**config.mk**
```make
export PLATFORM = sky130hd
export DESIGN_NAME = tage_update_scheduler
export DESIGN_NICKNAME = d
export VERILOG_FILES = /design/src/rtl/tage_update_scheduler_pkg.sv /design/src/rtl/tage_update_scheduler_fifo.sv /design/src/rtl/tage_update_scheduler.sv
export SDC_FILE = /design/constraint.sdc
export NUM_CORES = 1
export LEC_CHECK = 0
export ABC_AREA = 1
export BUFFER_PORTS_ARGS = -buffer_cell sky130_fd_sc_hd__buf_2
export CAP_MARGIN = 20
export CORE_MARGIN = 2
export CORE_UTILIZATION = 25
export DETAILED_ROUTE_END_ITERATION = 12
export PLACE_DENSITY = 0.38
export REMOVE_ABC_BUFFERS = 1
export SLEW_MARGIN = 20
export SYNTH_ARGS = -nofsm -noshare
export SYNTH_HDL_FRONTEND = slang
export SYNTH_SLANG_ARGS = --single-unit
```
**constraint.sdc**
```tcl
create_clock -name clk -period 3.4 [get_ports clk]
set_clock_uncertainty 0.05 [all_clocks]
set_input_delay 0.51 -clock clk [delete_from_list [all_inputs] [get_ports clk]]
set_output_delay 0.51 -clock clk [all_outputs]
set_load 0.05 [all_outputs]
```
**src/rtl/tage_update_scheduler_pkg.sv**
```systemverilog
// tage_defines: table operation encodings and scheduler FSM states for the TAGE update path
package tage_defines;
    typedef logic [1:0] tage_op_t;
    localparam tage_op_t TAGE_OP_CTR   = 2'b00;
    localparam tage_op_t TAGE_OP_ALLOC = 2'b01;
    localparam tage_op_t TAGE_OP_UCLR  = 2'b10;
    localparam tage_op_t TAGE_OP_UDEC  = 2'b11;
    typedef enum logic [1:0] {ST_IDLE, ST_UPDATE, ST_ALLOC, ST_SWEEP} sched_state_e;
endpackage

```
**src/rtl/tage_update_scheduler_fifo.sv**
```systemverilog
// tage_update_fifo: synchronous FIFO with occupancy count; pushes are dropped when full
module tage_update_fifo #(
    parameter int WIDTH = 8,
    parameter int DEPTH = 4
) (
    input  logic                       clk,
    input  logic                       rst,
    input  logic                       push_i,
    input  logic [WIDTH-1:0]           data_i,
    input  logic                       pop_i,
    output logic [WIDTH-1:0]           data_o,
    output logic [$clog2(DEPTH):0]     count_o
);
    localparam int AW = $clog2(DEPTH);
    logic [WIDTH-1:0] mem_q [DEPTH];
    logic [AW-1:0]    wr_q, rd_q;
    logic [AW:0]      cnt_q;
    logic             do_push, do_pop;
    assign do_push = push_i && cnt_q != (AW+1)'(DEPTH);
    assign do_pop  = pop_i && cnt_q != '0;
    assign data_o  = mem_q[rd_q];
    assign count_o = cnt_q;
    always_ff @(posedge clk) begin
        if (do_push) mem_q[wr_q] <= data_i;
    end
    always_ff @(posedge clk or negedge rst) begin
        if (!rst) begin
            wr_q  <= '0;
            rd_q  <= '0;
            cnt_q <= '0;
        end else begin
            if (do_push) wr_q <= wr_q + 1'b1;
            if (do_pop) rd_q <= rd_q + 1'b1;
            cnt_q <= cnt_q + (AW+1)'(do_push) - (AW+1)'(do_pop);
        end
    end
endmodule

```
**src/rtl/tage_update_scheduler.sv**
```systemverilog
// tage_update_scheduler: owns the tagged-table write port, sequencing queued
// branch updates (counter update + allocate) and periodic useful-bit sweeps.
module tage_update_scheduler
    import tage_defines::*;
#(
    parameter int NUM_TABLES        = 4,
    parameter int FIFO_DEPTH        = 4,
    parameter int INDEX_WIDTH       = 12,
    parameter int RESET_PERIOD_EXP2 = 18
) (
    input  logic                   clk,
    input  logic                   rst,
    input  logic                   upd_valid_i,
    output logic                   upd_ready_o,
    input  logic [31:0]            upd_pc_i,
    input  logic                   upd_taken_i,
    input  logic [2:0]             upd_provider_i,
    input  logic                   upd_mispredict_i,
    input  logic [NUM_TABLES-1:0]  upd_useful_i,
    output logic                   tbl_req_valid_o,
    input  logic                   tbl_ready_i,
    output logic [1:0]             tbl_op_o,
    output logic [NUM_TABLES-1:0]  tbl_sel_o,
    output logic [31:0]            tbl_pc_o,
    output logic                   tbl_taken_o,
    output logic [INDEX_WIDTH-1:0] tbl_index_o,
    output logic                   sweep_active_o,
    output logic [31:0]            alloc_fail_count_o
);
    localparam int CW = $clog2(FIFO_DEPTH) + 1;
    typedef struct packed {
        logic [31:0]           pc;
        logic                  taken;
        logic [2:0]            prov;
        logic                  mis;
        logic [NUM_TABLES-1:0] useful;
    } upd_t;
    upd_t                         in_s, head_s;
    logic [CW-1:0]                count;
    logic                         push, pop, fire, wrap, sweep_done, go_alloc;
    logic [NUM_TABLES-1:0]        prov_sel, above, cand, pick;
    sched_state_e                 state_q;
    logic                         valid_q, taken_q, sweep_q, mis_q;
    tage_op_t                     op_q;
    logic [NUM_TABLES-1:0]        sel_q, useful_q;
    logic [31:0]                  pc_q, fail_q;
    logic [INDEX_WIDTH-1:0]       idx_q;
    logic [2:0]                   prov_q;
    logic [RESET_PERIOD_EXP2-1:0] per_q, per_d;
    logic                         pend_q, pend_d;

    assign in_s = {upd_pc_i, upd_taken_i, upd_provider_i, upd_mispredict_i, upd_useful_i};

    tage_update_fifo #(.WIDTH($bits(upd_t)), .DEPTH(FIFO_DEPTH)) u_fifo (
        .clk     (clk),
        .rst     (rst),
        .push_i  (push),
        .data_i  (in_s),
        .pop_i   (pop),
        .data_o  (head_s),
        .count_o (count)
    );

    assign upd_ready_o = count != CW'(FIFO_DEPTH);
    assign push        = upd_valid_i && upd_ready_o;
    assign pop         = state_q == ST_IDLE && !pend_q && count != '0;
    assign fire        = valid_q && tbl_ready_i;
    assign sweep_done  = state_q == ST_SWEEP && fire && &idx_q;
    assign wrap        = pop && &per_q;
    assign per_d       = pop ? per_q + 1'b1 : per_q;
    // a wrap landing on the final sweep beat must still leave a sweep pending
    assign pend_d      = wrap || (pend_q && !sweep_done);
    assign go_alloc    = mis_q && int'(prov_q) < NUM_TABLES;

    always_comb begin
        prov_sel = '0;
        above    = '0;
        for (int k = 0; k < NUM_TABLES; k++) begin
            prov_sel[k] = int'(head_s.prov) == k + 1;
            above[k]    = k >= int'(prov_q);
        end
        cand = above & ~useful_q;
        pick = cand & (~cand + 1'b1);
    end

    always_ff @(posedge clk or negedge rst) begin
        if (!rst) begin
            state_q  <= ST_IDLE;
            valid_q  <= 1'b0;
            op_q     <= TAGE_OP_CTR;
            sel_q    <= '0;
            pc_q     <= '0;
            taken_q  <= 1'b0;
            idx_q    <= '0;
            sweep_q  <= 1'b0;
            fail_q   <= '0;
            prov_q   <= '0;
            mis_q    <= 1'b0;
            useful_q <= '0;
            per_q    <= '0;
            pend_q   <= 1'b0;
        end else begin
            per_q  <= per_d;
            pend_q <= pend_d;
            case (state_q)
                ST_IDLE: begin
                    if (pend_q) begin
                        state_q <= ST_SWEEP;
                        valid_q <= 1'b1;
                        op_q    <= TAGE_OP_UCLR;
                        sel_q   <= '1;
                        sweep_q <= 1'b1;
                    end else if (pop) begin
                        state_q  <= ST_UPDATE;
                        valid_q  <= 1'b1;
                        op_q     <= TAGE_OP_CTR;
                        sel_q    <= prov_sel;
                        pc_q     <= head_s.pc;
                        taken_q  <= head_s.taken;
                        prov_q   <= head_s.prov;
                        mis_q    <= head_s.mis;
                        useful_q <= head_s.useful;
                    end
                end
                ST_UPDATE: begin
                    if (tbl_ready_i) begin
                        state_q <= go_alloc ? ST_ALLOC : ST_IDLE;
                        valid_q <= go_alloc;
                        if (go_alloc) begin
                            op_q   <= |cand ? TAGE_OP_ALLOC : TAGE_OP_UDEC;
                            sel_q  <= |cand ? pick : above;
                            fail_q <= fail_q + 32'(!(|cand));
                        end
                    end
                end
                ST_ALLOC: begin
                    if (tbl_ready_i) begin
                        state_q <= ST_IDLE;
                        valid_q <= 1'b0;
                    end
                end
                ST_SWEEP: begin
                    if (tbl_ready_i) begin
                        idx_q <= idx_q + 1'b1;
                        if (&idx_q) begin
                            state_q <= ST_IDLE;
                            valid_q <= 1'b0;
                            sweep_q <= 1'b0;
                        end
                    end
                end
            endcase
        end
    end

    assign tbl_req_valid_o    = valid_q;
    assign tbl_op_o           = op_q;
    assign tbl_sel_o          = sel_q;
    assign tbl_pc_o           = pc_q;
    assign tbl_taken_o        = taken_q;
    assign tbl_index_o        = idx_q;
    assign sweep_active_o     = sweep_q;
    assign alloc_fail_count_o = fail_q;
endmodule

```
==> impl_metrics.tcl <==
set metrics [dict create \
    outcome "finished, final reports clean" \
    dr.pass1.iters 6 \
    crit_arrival_ns 2.67 \
    grt_pass1_vias 8488 \
    ys_types 39 \
    ys.warnings.count 0 \
    insertion_delay_ns 0.55 \
    leakage_uw 0.00624 \
    synth_top_area_share_pct 40.2 \
    finalSetupTns_ns 0 \
    intPower_uw 6690 \
    grt_util_all_layers_pct 12.9 \
    routed_via_density 4.32 \
    final_area_sq_um 14900 \
    place_hpwl_microns 20400 \
    synth.avg_cell_area_sq_um 10.4 \
    ios 131 \
    synth_top_cell_by_area "edfxtp_1" \
    yosysSeqAreaShare_pct 64.9 \
    max_freq_mhz 436 \
    die_y_microns 225 \
    start_util_pct 25.2 \
    criticalPathCategory "reg2reg" \
    path_cells "nor2_1 > nand3_1 > nand2_1 > nor2_1 > ha_1 > nand2_1 > inv_1 > nand3_1 > nor2_4 > inv_1 > nor2_4 > nand2_1 > nand2_1 > nand2_1" \
    drc 0 \
    grt_max_degree 65 \
    core_sq_um 48600 \
    drt_iter0_markers 476 \
    async_flop_share_pct 42.5 \
    utilization_pct 30.6 \
    hold_depth 1 \
    synth_seq_cells 285 \
    antennaDiodeCount 0 \
    area_delta_synth_final_pct 21.3 \
    die_x_microns 225 \
    syn_inst 1179 \
    start_kind "flop" \
    p_per_area_nw_per_um2 611 \
    max-vdd-ir-drop_uv 351 \
    yosysMostFrequentCell "nor2_1" \
    overflow 0 \
    end_kind "flop" \
    cts_max_level 2 \
    ys_top_cells_by_count "266 x nor2_1, 233 x nand2_1, 164 x edfxtp_1" \
    cts_sinks 285 \
    root_buffer "clkbuf_16" \
    num_rows 81 \
    power_uw 9090 \
    routedWlPerCell_microns 16.2 \
    setup_viol 0 \
    cts_setup_buffers 0 \
    nets 1384 \
    r2r_cells 14 \
    critPathMaxStageDelay_ns 0.42 \
    p_comb_share_pct 10.8 \
    syn_area_sq_um 12300 \
    pwr-share-clk_pct 41.8 \
    rsz0062_at_grt "false" \
    grt_pass1_wl_microns 50600 \
    p_switching_uw 2400 \
    hp-class "in2reg" \
    maxSlewViolCount 0 \
    path_common_cell "nand2_1" \
    drtAntennaViolNets 0 \
    dpl_cell_area_sq_um 13700 \
    worstMarginPinSlew_ns 0.731 \
    synthTopCellsByArea "edfxtp_1 40%, dfrtp_1 25%, nor2_1 8.1%" \
    cts_buffers 37 \
    finalWorstPathRequiredPeriod_ns 2.29 \
    final_hold_viol_count 0 \
    slowest_stage "dfrtp_1" \
    via_count 8549 \
    place_congestion 0.755 \
    synthFlopType "edfxtp_1" \
    antenna_found_initial 6 \
    relSlewSlack_pct 51.2 \
    synth_edf_count 164 \
    p_seq_share_pct 47.4 \
    worstPathMaxFanout 6 \
    period_share_pct 67.5 \
    die-area_sq_um 50800 \
    cts_buffer_depth 3 \
    cp.required_ns 3.78 \
    clk_pin_slew_worst_paths_ns 0.06 \
    cts_tree "done" \
    cap_violations 0 \
    io_buffers 130 \
    swShare_pct 26.4 \
    layout-drive-gt1-share_pct 17.9 \
    routed_wl_microns 32000 \
]
-- flip-flops by register name (all words and copies together) (netlist names), 2 cells and up --
signal and cells:
alloc_fail_count_o 32, u_fifo.rd_q 2, tbl_op_o 2, per_q 18, tbl_pc_o 32, u_fifo.count_o 3
tbl_index_o 12, u_fifo.wr_q 2, u_fifo.mem_q 164, prov_q 3, state_q 2, useful_q 4
tbl_sel_o 4
-- path summary, 6_finish.rpt --
| kind | start | end | slack, ns |
|---|---|---|---|
| worst max register to register | prov_q[2]$_DFFE_PN0P_ | alloc_fail_count_o[26]$_DFFE_PN0P_ | 1.11 |
| worst max-delay path | prov_q[2]$_DFFE_PN0P_ | alloc_fail_count_o[26]$_DFFE_PN0P_ | 1.11 |
| worst min-delay path | upd_pc_i[9] | u_fifo.mem_q[0][18]$_DFFE_PP_ | 0.13 |
| worst min register to register | tbl_op_o[1]$_DFFE_PN0P_ | tbl_op_o[1]$_DFFE_PN0P_ | 0.43 |
| max in group asynchronous | rst | per_q[6]$_DFFE_PN0P_ | 2.03 |
| min in group asynchronous | rst | tbl_index_o[10]$_DFFE_PN0P_ | 0.52 |
-- per-stage QoR --
stage               setup WS (ns)  cells  hold slack [ns]
finish                       1.11   1979            0.127
global placement             1.14   1910            0.415
floorplan                  0.0114   1140            0.164
global route                0.727   1979            0.108
CTS                          1.09   1979           0.0879
detailed placement           1.11   1910            0.424
-- what timing repair did --
action | in CTS | in global routing
hold endpoints to repair | 60 | 0
resized for setup | 0 | 0
hold buffers | 1 | 0
-- final cells by class --
class / count / area [sq um]
Clock buffer: 51 / 1060
Fill cell: 5062 / 33800
Timing Repair Buffer: 149 / 815
Multi-Input combinational cell: 785 / 3870
Tap cell: 622 / 778
Sequential cell: 285 / 7960
Clock inverter: 17 / 136
Inverter: 70 / 263
-- cell usage in the layout, fill, tap and decap left out, types with 2 or more instances in the layout --
master and n:
nor3_1 8, nand2_2 3, o21ai_0 95, nand3b_1 12, nor4_1 3, xnor2_1 18
nand3_4 2, nand3_1 32, inv_1 64, dfrtp_2 2, nand2_4 3, nand2_1 233
clkbuf_8 6, clkinv_2 8, buf_2 129, a31oi_1 33, clkinvlp_4 2, clkbuf_16 38
and2_1 3, o22ai_1 5, ha_1 10, dfrtp_1 119, nor2_1 262, edfxtp_1 164
clkbuf_1 7, buf_4 17, nand4_1 8, inv_2 6, xor2_1 27, nor2_4 14
nor2_2 2, clkinv_1 4
-- layer usage --
| layer | up-vias | wire (microns) | global-route usage (%) |
|---|---|---|---|
| met3 | 50 | 1580 | 3.19 |
| met5 | - | 72 | 0 |
| li1 | 4231 | - | - |
| met4 | 12 | 588 | 3.93 |
| met1 | 4103 | 15300 | 17.4 |
| met2 | 153 | 14500 | 20.6 |
-- power by group through the flow --
stage,sequential [uW],combinational [uW],clock (uW)
2_1_floorplan,4500,471,0
5_1_grt,4340,1120,4100
4_1_cts,4310,1030,3970
3_5_place_dp,4370,1020,0
6_report,4310,983,3800
3_3_place_gp,4370,1020,0
-- logic make-up after synthesis --
family	share of synthesized area [%]
and+or+nand+nor	20.7
DFF	64.9
AOI/OAI and AO/OA	6.08
buffers and inverters	3.84
xor gates and xnor gates	3.21
adders and majority gates	1.18
muxes	0.0918
-- critical path, delay by kind of cell, from the launching register on --
family,cells,cell delay [ns]
fa+ha+maj,1,0.24
buf+inv,2,0.20
flops,1,0.42
simple gates,11,1.26
No activity file was read; power rests on OpenSTA's default activity.
